==> src/rtl/cmp_pkg.sv <==
// Shared types for the magnitude-comparator interface: search FSM states,
// decoded comparator verdicts and the flag-to-verdict decoder.
package cmp_pkg;

    typedef enum logic [1:0] {
        IDLE = 2'd0,
        REQ  = 2'd1,
        WAIT = 2'd2,
        DONE = 2'd3
    } state_t;

    typedef enum logic [1:0] {
        V_GT  = 2'd0,
        V_LT  = 2'd1,
        V_EQ  = 2'd2,
        V_BAD = 2'd3
    } verdict_t;

    // Exactly one flag set gives a real verdict; anything else is malformed.
    function automatic verdict_t decode_verdict(input logic a_grt,
                                                input logic b_grt,
                                                input logic a_eq_b);
        verdict_t v;
        case ({a_grt, b_grt, a_eq_b})
            3'b100:  v = V_GT;
            3'b010:  v = V_LT;
            3'b001:  v = V_EQ;
            default: v = V_BAD;
        endcase
        return v;
    endfunction

endpackage

==> src/rtl/sar_rsp_timer.sv <==
// Saturating response-timeout counter. Cleared outside the wait phase,
// counts each enabled cycle, and flags expiry on the enabled cycle that
// brings the count up to TIMEOUT so the waiter leaves after exactly
// TIMEOUT silent cycles.
module sar_rsp_timer #(
    parameter int TIMEOUT = 16
) (
    input  logic clk,
    input  logic rst_n,
    input  logic clr,
    input  logic en,
    output logic expired
);
    localparam int CNT_W = $clog2(TIMEOUT + 1);

    logic [CNT_W-1:0] count_reg;

    // Count silent cycles, holding at TIMEOUT rather than wrapping.
    always_ff @(posedge clk or negedge rst_n) begin
        if (!rst_n) begin
            count_reg <= '0;
        end else if (clr) begin
            count_reg <= '0;
        end else if (en && (count_reg != CNT_W'(TIMEOUT))) begin
            count_reg <= count_reg + 1'b1;
        end
    end

    assign expired = en && !clr && (count_reg >= CNT_W'(TIMEOUT - 1));

endmodule

==> src/rtl/sar_search_ctrl.sv <==
// Successive-approximation search engine. Presents trial values to an
// external comparator, MSB first, and refines the trial from each
// greater/less/equal verdict until the target is resolved, an equal
// verdict arrives early, or the comparator misbehaves or goes silent.
module sar_search_ctrl
    import cmp_pkg::*;
#(
    parameter int WIDTH   = 8,
    parameter int TIMEOUT = 16
) (
    input  logic             clk,
    input  logic             rst_n,
    input  logic             start,
    output logic             busy,
    output logic             done,
    output logic [WIDTH-1:0] result,
    output logic             found_exact,
    output logic             err,
    output logic             q_valid,
    input  logic             q_ready,
    output logic [WIDTH-1:0] q_trial,
    input  logic             rsp_valid,
    input  logic             rsp_a_grt,
    input  logic             rsp_b_grt,
    input  logic             rsp_a_eq_b
);
    localparam int               IDX_W    = (WIDTH > 1) ? $clog2(WIDTH) : 1;
    localparam logic [WIDTH-1:0] MSB_ONLY = WIDTH'(1) << (WIDTH - 1);

    state_t           state_reg;
    logic [WIDTH-1:0] trial_reg;
    logic [WIDTH-1:0] result_reg;
    logic [IDX_W-1:0] idx_reg;
    logic             found_reg;
    logic             err_reg;

    verdict_t         verdict;
    logic [WIDTH-1:0] trial_upd;
    logic [WIDTH-1:0] trial_step;
    logic             last_bit;
    logic             timer_clr;
    logic             timer_en;
    logic             timer_expired;

    // Decode the verdict and form both the settled trial (current bit
    // resolved) and the next trial (next lower bit tentatively set).
    always_comb begin
        verdict   = decode_verdict(rsp_a_grt, rsp_b_grt, rsp_a_eq_b);
        trial_upd = trial_reg;
        if (verdict == V_GT) begin
            trial_upd[idx_reg] = 1'b0;
        end
        trial_step = trial_upd;
        if (idx_reg != '0) begin
            trial_step[idx_reg - 1'b1] = 1'b1;
        end
    end

    assign last_bit  = (idx_reg == '0);
    assign timer_clr = (state_reg != WAIT);
    assign timer_en  = (state_reg == WAIT) && !rsp_valid;

    sar_rsp_timer #(
        .TIMEOUT (TIMEOUT)
    ) u_rsp_timer (
        .clk     (clk),
        .rst_n   (rst_n),
        .clr     (timer_clr),
        .en      (timer_en),
        .expired (timer_expired)
    );

    // Search sequencer: query handshake, verdict consumption, and the
    // held result/status registers reported with done.
    always_ff @(posedge clk or negedge rst_n) begin
        if (!rst_n) begin
            state_reg  <= IDLE;
            trial_reg  <= '0;
            idx_reg    <= IDX_W'(WIDTH - 1);
            result_reg <= '0;
            found_reg  <= 1'b0;
            err_reg    <= 1'b0;
        end else begin
            case (state_reg)
                IDLE: begin
                    if (start) begin
                        trial_reg <= MSB_ONLY;
                        idx_reg   <= IDX_W'(WIDTH - 1);
                        found_reg <= 1'b0;
                        err_reg   <= 1'b0;
                        state_reg <= REQ;
                    end
                end
                REQ: begin
                    if (q_ready) begin
                        state_reg <= WAIT;
                    end
                end
                WAIT: begin
                    if (rsp_valid) begin
                        case (verdict)
                            V_EQ: begin
                                result_reg <= trial_reg;
                                found_reg  <= 1'b1;
                                state_reg  <= DONE;
                            end
                            V_BAD: begin
                                result_reg <= trial_reg;
                                err_reg    <= 1'b1;
                                state_reg  <= DONE;
                            end
                            default: begin
                                if (last_bit) begin
                                    trial_reg  <= trial_upd;
                                    result_reg <= trial_upd;
                                    state_reg  <= DONE;
                                end else begin
                                    trial_reg  <= trial_step;
                                    idx_reg    <= idx_reg - 1'b1;
                                    state_reg  <= REQ;
                                end
                            end
                        endcase
                    end else if (timer_expired) begin
                        err_reg   <= 1'b1;
                        state_reg <= DONE;
                    end
                end
                DONE: begin
                    state_reg <= IDLE;
                end
                default: begin
                    state_reg <= IDLE;
                end
            endcase
        end
    end

    assign busy        = (state_reg == REQ) || (state_reg == WAIT);
    assign done        = (state_reg == DONE);
    assign q_valid     = (state_reg == REQ);
    assign q_trial     = trial_reg;
    assign result      = result_reg;
    assign found_exact = found_reg;
    assign err         = err_reg;

endmodule

==> config.mk <==
export PLATFORM = sky130hd
export DESIGN_NAME = sar_search_ctrl
export DESIGN_NICKNAME = d
export VERILOG_FILES = /design/src/rtl/cmp_pkg.sv /design/src/rtl/sar_rsp_timer.sv /design/src/rtl/sar_search_ctrl.sv
export SDC_FILE = /design/constraint.sdc
export NUM_CORES = 1
export LEC_CHECK = 0
export ABC_AREA = 1
export CELL_PAD_IN_SITES_DETAIL_PLACEMENT = 1
export CELL_PAD_IN_SITES_GLOBAL_PLACEMENT = 1
export CORE_MARGIN = 4
export CORE_UTILIZATION = 41
export DETAILED_ROUTE_END_ITERATION = 6
export GPL_TIMING_DRIVEN = 0
export PLACE_DENSITY = 0.87
export SYNTH_ARGS = -nofsm -noshare
export SYNTH_HDL_FRONTEND = slang
export SYNTH_SLANG_ARGS = --single-unit
==> constraint.sdc <==
create_clock -name clk -period 2.56 [get_ports clk]
set_input_delay 0.512 -clock clk [delete_from_list [all_inputs] [get_ports clk]]
set_output_delay 0.512 -clock clk [all_outputs]
set_load 0.05 [all_outputs]
=== Word-level counts from Yosys, hierarchy flattened ===
Cells that the tools add are included.

* $add $sub $neg: 2
* Multipliers: 0
* Divide/modulo/power cells: 0
* Order comparisons: 5
* Equal/unequal tests: 18
* Shifts and indexed selects: 0
* Mux-type cells: 36
* Bitwise operators: 3
* Reduce and logical (&&, ||, !) cells: 23

{| class="wikitable"
|+ Operators with widths
! operator !! count
|-
| 8-bit 2-to-1 mux || 8
|-
| 8-bit one-hot mux with 2 select lines || 1
|-
| 2-bit 2-to-1 mux || 6
|-
| 3-bit 2-to-1 mux || 4
|-
| 4-bit AND reduction || 3
|-
| 5-bit 2-to-1 mux || 2
|-
| 2-bit inequality test, second input constant || 5
|-
| 8-bit bitwise AND || 1
|-
| 2-bit equality test, second input constant || 4
|-
| 3-bit by 4-bit < comparator with 1-bit output, second input constant || 2
|-
| 1-bit 2-to-1 mux || 8
|-
| 8-bit inverter || 1
|-
| 8-bit OR || 1
|-
| 2-bit one-hot mux with 4 select lines || 1
|-
| 1-bit demux with 3-bit select || 2
|-
| 3-bit by 1-bit >= comparator with 1-bit output, second input constant || 2
|-
| 1-bit logical AND || 6
|-
| 2-bit one-hot mux with 3 select lines || 1
|-
| 3-bit one-hot mux with 2 select lines || 1
|-
| 3-bit AND reduction || 2
|-
| 2-bit nonzero test || 3
|-
| 5-bit by 1-bit adder with 5-bit output, second input constant || 1
|-
| 5-bit by 4-bit >= comparator with 1-bit output, second input constant || 1
|-
| 5-bit inequality test, second input constant || 1
|-
| 16 further kinds || 20
|}

* Register bits: 28
* Bits in latches: 0
* Bits in writable memories: 0
* ROM bits: 0
* Input port bits: 8
* Output and inout port bits: 21
* Word-level logic and storage cells: 94
* Memories: 0

=== Longest topological paths before layout ===
Gate-level depths: netlist of the first run.

* Word-level depth: 13
* Gate-level depth with buffers: 13
* Mapped depth without buffers: 13

=== Cells and area by module ===
From an unflattened synthesis of the first run, not the netlist that was laid out.

* Cell total of the unflattened synthesis: 238
* Area, all modules: 1841.8 µm²

{| class="wikitable"
|+ By module, submodules not included
! module !! instances !! cells each !! area an instance (µm²) !! sequential area each (µm²)
|-
| sar_search_ctrl || 1 || 189 || 1488.9 || 579.3
|-
| sar_rsp_timer || 1 || 49 || 352.8 || 125.1
|}

=== Worst setup path before layout of the first run ===
No wires, ideal clock.

* Kind: reg2reg
* From: register idx_reg[0]
* To: register trial_reg[6], in the netlist q_trial[6]
* Library setup time: 120 ps
* Arrival: 1415 ps
* Required time: 2440 ps
* Slack: 1025 ps
* Stages on the path, launching flop included: 10
* Path buffers: 0
* Cell sequence: dfstp_2 -> inv_1 -> ha_1 -> or2_1 -> nand2_1 -> inv_2 -> nand2_1 -> nor2_1 -> o21ai_1 -> nand2_1

* Word-level cells in the longest chain between the ends: 13

{| class="wikitable"
|+ RTL lines
! item !! RTL line !! text
|-
| start, declared || sar_search_ctrl.sv:33 || <nowiki>logic [IDX_W-1:0] idx_reg;</nowiki>
|-
| start signal, assigned || sar_search_ctrl.sv:79 || <nowiki>idx_reg <= IDX_W'(WIDTH - 1);</nowiki>
|-
| start signal, assigned || sar_search_ctrl.sv:88 || <nowiki>idx_reg <= IDX_W'(WIDTH - 1);</nowiki>
|-
| start signal, assigned || sar_search_ctrl.sv:119 || <nowiki>idx_reg <= idx_reg - 1'b1;</nowiki>
|-
| branches (longest 9 deep; another with 3-bit by 4-bit < comparator with 1-bit output) || -- ||
|-
| 8-bit 2-to-1 mux (*) || sar_search_ctrl.sv:113 || <nowiki>if (last_bit) begin</nowiki>
|-
| 8-bit 2-to-1 mux (*) || sar_search_ctrl.sv:101 || <nowiki>case (verdict)</nowiki>
|-
| 8-bit 2-to-1 mux (*) || sar_search_ctrl.sv:100 || <nowiki>if (rsp_valid) begin</nowiki>
|-
| 8-bit one-hot mux with 2 select lines (*) || sar_search_ctrl.sv:84 || <nowiki>case (state_reg)</nowiki>
|-
| end signal, assigned || sar_search_ctrl.sv:114 || <nowiki>trial_reg <= trial_upd;</nowiki>
|-
| end signal, assigned || sar_search_ctrl.sv:118 || <nowiki>trial_reg <= trial_step;</nowiki>
|-
| end, declared || sar_search_ctrl.sv:31 || <nowiki>logic [WIDTH-1:0] trial_reg;</nowiki>
|}

Every way passes the cells marked *. The select of a mux whose other input is x is not followed.
A chain may end at the register's enable or synchronous reset.

=== Worst setup path in the final report of the first run ===
* From: register state_reg[0]
* To: output port busy

* Word-level cells in the longest chain between the ends: 2

{| class="wikitable"
|+ RTL lines
! item !! RTL line !! text
|-
| start, declared || sar_search_ctrl.sv:30 || <nowiki>state_t state_reg;</nowiki>
|-
| start signal, assigned || sar_search_ctrl.sv:77 || <nowiki>state_reg <= IDLE;</nowiki>
|-
| start signal, assigned || sar_search_ctrl.sv:91 || <nowiki>state_reg <= REQ;</nowiki>
|-
| start signal, assigned || sar_search_ctrl.sv:96 || <nowiki>state_reg <= WAIT;</nowiki>
|-
| 2-bit by 1-bit equality test with 1-bit output / 2-bit equality test (equally long branches) || sar_search_ctrl.sv:139 || <nowiki>assign busy = (state_reg == REQ) || (state_reg == WAIT);</nowiki>
|-
| 1-bit logical OR (*) || sar_search_ctrl.sv:139 ||
|-
| end, declared || sar_search_ctrl.sv:14 || <nowiki>output logic busy,</nowiki>
|}

Every way passes the cells marked *; elsewhere a longest branch is shown, timed or not.

==> results of run 1 <==
[per-stage QoR]
step	setup slack (ns)	total power, mW	hold slack [ns]
floorplan	1.02	1.86	0.216
global placement	0.500	2.25	0.458
detailed placement	0.475	2.29	0.470
CTS	0.163	2.60	0.491
global route	0.0744	2.79	0.292
finish	0.181	2.57	0.238
[cell usage after synthesis (2+ instances only)]
library cell,count
nor2_1,13
nand4_1,2
dfstp_2,3
inv_2,2
o21ai_0,7
dfrtp_1,25
nor2_4,2
inv_1,22
o21ai_1,8
nand2_2,3
nand2_1,79
ha_1,10
o21ai_2,6
nand3_1,21
nand3_4,2
[cell type report]
| class | instances | area, um^2 |
|---|---|---|
| Fill cell | 516 | 1920 |
| Sequential cell | 28 | 704 |
| Multi-Input combinational cell | 164 | 890 |
| Inverter | 24 | 90.1 |
| Tap cell | 50 | 62.6 |
| Timing Repair Buffer | 28 | 275 |
| Buffer | 3 | 27.5 |
| Clock buffer | 4 | 55.1 |
[power by group]
part	switching (mW)	leakage, nW	internal, mW	total, mW
clock network	0.143	0.0288	0.138	0.281
registers	0.113	0.365	0.588	0.701
logic	1.08	0.681	0.501	1.58
[worst reg2reg max path: stages, from the launching register on]
cell	delay, ns
dfrtp_1	0.41
inv_1	0.11
ha_1	0.28
nand2_1	0.14
nand2_1	0.11
nor2_4	0.13
nand3_4	0.17
nand2_2	0.18
nand2_1	0.07
nand2_1	0.06
nand2_1	0.05
[worst max-delay path by stage]
| stage | from | to | cells past startpoint |
|---|---|---|---|
| after floorplan | idx_reg[0] | q_trial[6] | 9 |
| final | state_reg[0] | busy | 3 |
| after global placement | rst_n | result[5] | 1 |
| after global routing | state_reg[0] | busy | 3 |
| after detailed placement | rst_n | result[5] | 1 |
| after CTS | state_reg[0] | busy | 3 |
[cell families (layout without fill, tap and decap cells)]
group           Yosys count  count (layout)  share of synthesized area
simple gates            127             127                      0.346
flops                    28              28                      0.412
buf+inv                  27              59                     0.0687
compound gates           26              26                     0.0958
fa+ha+maj                10              10                     0.0731
xor+xnor                  1               1                    0.00512
[routing by layer]
layer | GRT usage | share of wire | up-vias
li1 | - | - | 767
met1 | 0.239 | 0.47 | 752
met2 | 0.310 | 0.49 | 22
met3 | 0.0138 | 0.024 | 5
met4 | 0.0471 | 0.012 | 0
met5 | 0 | 0 | -
==> metrics, run 1 <==
status=complete, no violations; Worst setup SP type=register; Crit Path Max Fanout=4; layout cells sized above 1=0.116; crit end category=output port; Syn Inst Count=219; DP Cell Count=297; Crit path buffers/inverters=2; post-DP HPWL=3.26 mm; sequential fraction of the synthesis area=0.412; Post-CTS Setup Inserts=0; Placed Area=2050 um^2; CP max stage delay=0.79 ns; largest net degree at the start of global routing=29; Post-synth EDFFs=0; Overflow after GRT=0; reg-to-reg critical path startpoint=state_reg[0]; Clock Tree Buf Depth=2; initial drt markers=49; overall routing resource usage=0.178; total core area=4030 um^2; setup tns final=0 ns; critical path class=register to output port; residual DRC count=0; Pleak=1.08 nW; Starting Density=0.425; number of port buffers=28; area leader, netlist=dfrtp_1; Distinct cells, synth=29; drt pass-1 iters=4; FF+latch count, synth=28; Fin. Hold Viols=0; Tcrit/Tclk final=0.929; Clk Latency, worst-skew pair=0.28 ns; Setup violations, final=0; post-layout util=0.522; top_reg_cell synth=dfrtp_1; Num CTS Buffers=3; leading cell type in the layout, fill and taps excluded=nand2_1; Worst-path clk slew=0.10 ns; Die Ht=72.6 um; most frequent cells in the layout=nand2_1 (79), clkdlybuf4s50_1 (27), dfrtp_1 (25), inv_1 (22), nand3_1 (21); Ports=29; post-synthesis async set-or-reset flop share=1.00; DR vias=1,546; Die W=72.6 um; Core Rows=23; Max Slew Vio Count=0; synthesized area per cell=7.82 um^2; final instance area=2100 um^2; PD cells=1220 nW/um^2; non-filler cells, final=301; top-area cell type share of the netlist area=0.365; hold buffers post-CTS=0; root buffer cell=clkbuf_8; initial antenna violation count=0; reg-to-reg slack, setup=0.77 ns; WL/cell=14.0 um; PostCTS Resize Cnt=0; Max Freq=420 MHz; antenna viol nets, final=0; Tightest Pin Transition=0.637 ns; syn nets=237; # H-tree levels=1; capture point of the worst reg-to-reg path=q_trial[7]; clock skew=0.0119 ns; Ys Warns=0; Slew headroom=0.576; crit path DAT=1.87 ns; unrepaired setup endpoints after global routing=false; Max Cap Viol=0; vias per std cell=5.14; vias in the first global route=1,622; CTS sink cnt=28; first-pass GRT wire length=7.47 mm; Final #Nets=270; CP delay by family, top=buffers and inverters; top cells by area, synth=dfrtp_1 (37%), nand2_1 (17%), ha_1 (7.3%), nand3_1 (6.1%), inv_1 (4.8%); worst r2r path cells=10; Ant. Diodes=0; Syn-to-layout area delta=23.0%; Worst Hold Class=primary input to async pin; CP Cell Sequence=inv_1 -> ha_1 -> clkdlybuf4s50_1; final wirelength=4.20 mm; Peak VDD IR=716 uV; Mapped Area=1710 um^2; RD Place Congestion=0.843; Worst Path Required=2.05 ns; CTS tree=done; die area=5270 um^2; CP max stage cell=clkdlybuf4s50_1; post-route minimum period=2.38 ns
(Power assumes the default switching activity.)
==> run 2: changes to the inputs <==
--- a/config.mk
+++ b/config.mk
@@ -12,7 +12,8 @@
 export CORE_UTILIZATION = 41
 export DETAILED_ROUTE_END_ITERATION = 6
 export GPL_TIMING_DRIVEN = 0
-export PLACE_DENSITY = 0.87
+export PLACE_DENSITY_LB_ADDON = 0.1
+export REMOVE_ABC_BUFFERS = 1
 export SYNTH_ARGS = -nofsm -noshare
 export SYNTH_HDL_FRONTEND = slang
 export SYNTH_SLANG_ARGS = --single-unit
==> run 2 against run 1 <==
Via count shrank 0.84%. Register-to-register slack worse by 0.32 ns. Critical path depth unchanged. Total power fell by 1.1%. Non-clock buffer count down 3. Final cell count down 1.0%. Routed wire length fell by 0.90%. Die area unchanged. Sequential cell count stayed put. Largest power group unchanged.
==> metrics, run 2 (synthesis gave the netlist of run 1 again) <==
PD cells=1220 nW/um^2 (about the same); Max Freq=421 MHz (+0.24%); Comb power frac=0.611 (-0.006); WL/cell=14.0 um (about the same); switch share=0.527 (+0.00565); CTS sink cnt=28 (unchanged); number of port buffers=28 (unchanged); Core Rows=23 (unchanged); CP delay by family, top=buffers and inverters; antenna viol nets, final=0 (unchanged); Ports=29 (unchanged); Num CTS Buffers=3 (unchanged); Starting Density=0.425 (unchanged); Seq pwr share=0.276 (+0.003); crit path DAT=1.86 ns (about the same); total core area=4030 um^2 (unchanged); Placed Area=2030 um^2 (-1.3%); residual DRC count=0 (unchanged); Pleak=1.06 nW (-1.7%); Max Slew Vio Count=0 (unchanged); initial antenna violation count=0 (unchanged); overall routing resource usage=0.178 (-0.000257); root buffer cell=clkbuf_8; Worst Hold Class=primary input to async pin; final wirelength=4.17 mm (-0.90%); post-route minimum period=2.37 ns (-0.00564 ns); drt pass-1 iters=4 (unchanged); Worst-path clk slew=0.10 ns (about the same); most frequent cells in the layout=nand2_1 (79), clkdlybuf4s50_1 (27), dfrtp_1 (25), inv_1 (22), nand3_1 (21); crit end category=output port; Die W=72.6 um (unchanged); layout cells sized above 1=0.109 (-0.00667); die area=5270 um^2 (unchanged); Syn-to-layout area delta=21.5%; CP max stage cell=clkdlybuf4s50_1; Tcrit/Tclk final=0.927 (-0.00220); CP max stage delay=0.79 ns (about the same); Slew headroom=0.568 (-0.00779); DR vias=1,533 (-0.84%); CP Cell Sequence=inv_1 -> ha_1 -> clkdlybuf4s50_1; clock skew=0.00157 ns (-0.0103 ns); critical path class=register to output port; WHS=0.244 ns (+0.00641 ns); reg-to-reg critical path startpoint=state_reg[0]; Crit path buffers/inverters=2 (unchanged); RD Place Congestion=0.812 (-3.7%); clock network power share=0.113 (+0.003); leading cell type in the layout, fill and taps excluded=nand2_1; vias in the first global route=1,614 (-0.49%); post-layout util=0.516 (-0.00621); Fin. Hold Viols=0 (unchanged); area of the multi-input gates=892 um^2 (+0.28%); Crit Path Max Fanout=4 (unchanged); Worst setup SP type=register; Setup violations, final=0 (unchanged); CTS tree=done; reg-to-reg slack, setup=0.45 ns (-0.32 ns); status=complete, no violations; worst r2r path cells=10 (unchanged); Clock Tree Buf Depth=2 (unchanged); first-pass GRT wire length=7.42 mm (-0.55%); unrepaired setup endpoints after global routing=false; Clk Latency, worst-skew pair=0.28 ns (about the same); sw power=1.34 mW (about the same); Tightest Pin Transition=0.648 ns (+0.0117 ns); crit path to=busy; vias per std cell=5.14 (+0.16%); # H-tree levels=1 (unchanged); capture point of the worst reg-to-reg path=idx_reg[0]; initial drt markers=75 (+53%); setup tns final=0 ns (unchanged); Overflow after GRT=0 (unchanged); fill cell total of the finished layout=504 (-2.3%); Int Power=1.20 mW (-2.3%); Register Area=704 um^2 (unchanged); Max Cap Viol=0 (unchanged); post-DP HPWL=3.16 mm (-3.0%); crit path from=state_reg[1]; Die Ht=72.6 um (unchanged); Worst Path Required=2.05 ns (about the same); Final #Nets=267 (-1.1%); final instance area=2080 um^2 (-1.2%); Ant. Diodes=0 (unchanged); largest net degree at the start of global routing=29 (unchanged); Tot Pwr=2.54 mW (-1.1%); Peak VDD IR=789 uV (+10%); number of stages on the worst setup path=3 (unchanged)
run 2: per-stage QoR:
stage | setup WS, ns | std cells
3_3_place_gp | 0.318 | 294
2_1_floorplan | 0.776 | 216
6_report | 0.187 | 298
5_1_grt | 0.108 | 298
4_1_cts | 0.175 | 298
3_5_place_dp | 0.231 | 294
run 2: how the worst min path moves through the flow:
stage	end	slack, ns	from
global placement	err	0.46	err
finish	u_rsp_timer.count_reg[2]	0.24	rst_n
detailed placement	result[1]	0.47	result[1]
CTS	result[1]	0.50	result[1]
floorplan	err	0.22	rst_n
global route	u_rsp_timer.count_reg[2]	0.29	rst_n
run 2: power by group through the flow:
stage | Combinational, mW | Clock, mW | Sequential [mW]
6_report | 1.55 | 0.287 | 0.700
5_1_grt | 1.73 | 0.316 | 0.721
4_1_cts | 1.57 | 0.295 | 0.701
3_5_place_dp | 1.55 | 0 | 0.709
3_3_place_gp | 1.52 | 0 | 0.701
2_1_floorplan | 0.901 | 0 | 0.919
run 2: repair_timing:
item                                    in CTS  in global routing
endpoints found under the setup margin       0                  2
setup buffers                                0                  0
hold buffers                                 0                  0
resized for setup                            0                  1
endpoints found under the hold margin        0                  0
run 2: final cells by class:
| type | count | share of cell area |
|---|---|---|
| Clock buffer | 4 | 0.0265 |
| Timing Repair Buffer | 28 | 0.132 |
| Multi-Input combinational cell | 164 | 0.429 |
| Sequential cell | 28 | 0.339 |
| Tap cell | 50 | 0.0301 |
| Inverter | 24 | 0.0433 |
run 2: worst register-to-register path, cell delays in order, from the launching register on:
cell and delay [ns]:
dfrtp_1 0.42, inv_1 0.13, ha_2 0.39, nand2_1 0.16
nand2_1 0.15, nor2_4 0.06, nand2_1 0.35, nand2_2 0.17
nand2_1 0.11, nand2_1 0.06, nand2_1 0.05
run 2: routing by layer:
metal  wire length (um)  GRT usage  share of wire  up-vias
met2               2010      0.327           0.48       25
li1                   -          -              -      759
met4                 47     0.0369          0.011        0
met5                  0          0              0        -
met3                118     0.0207          0.028        5
met1               1990      0.223           0.48      744
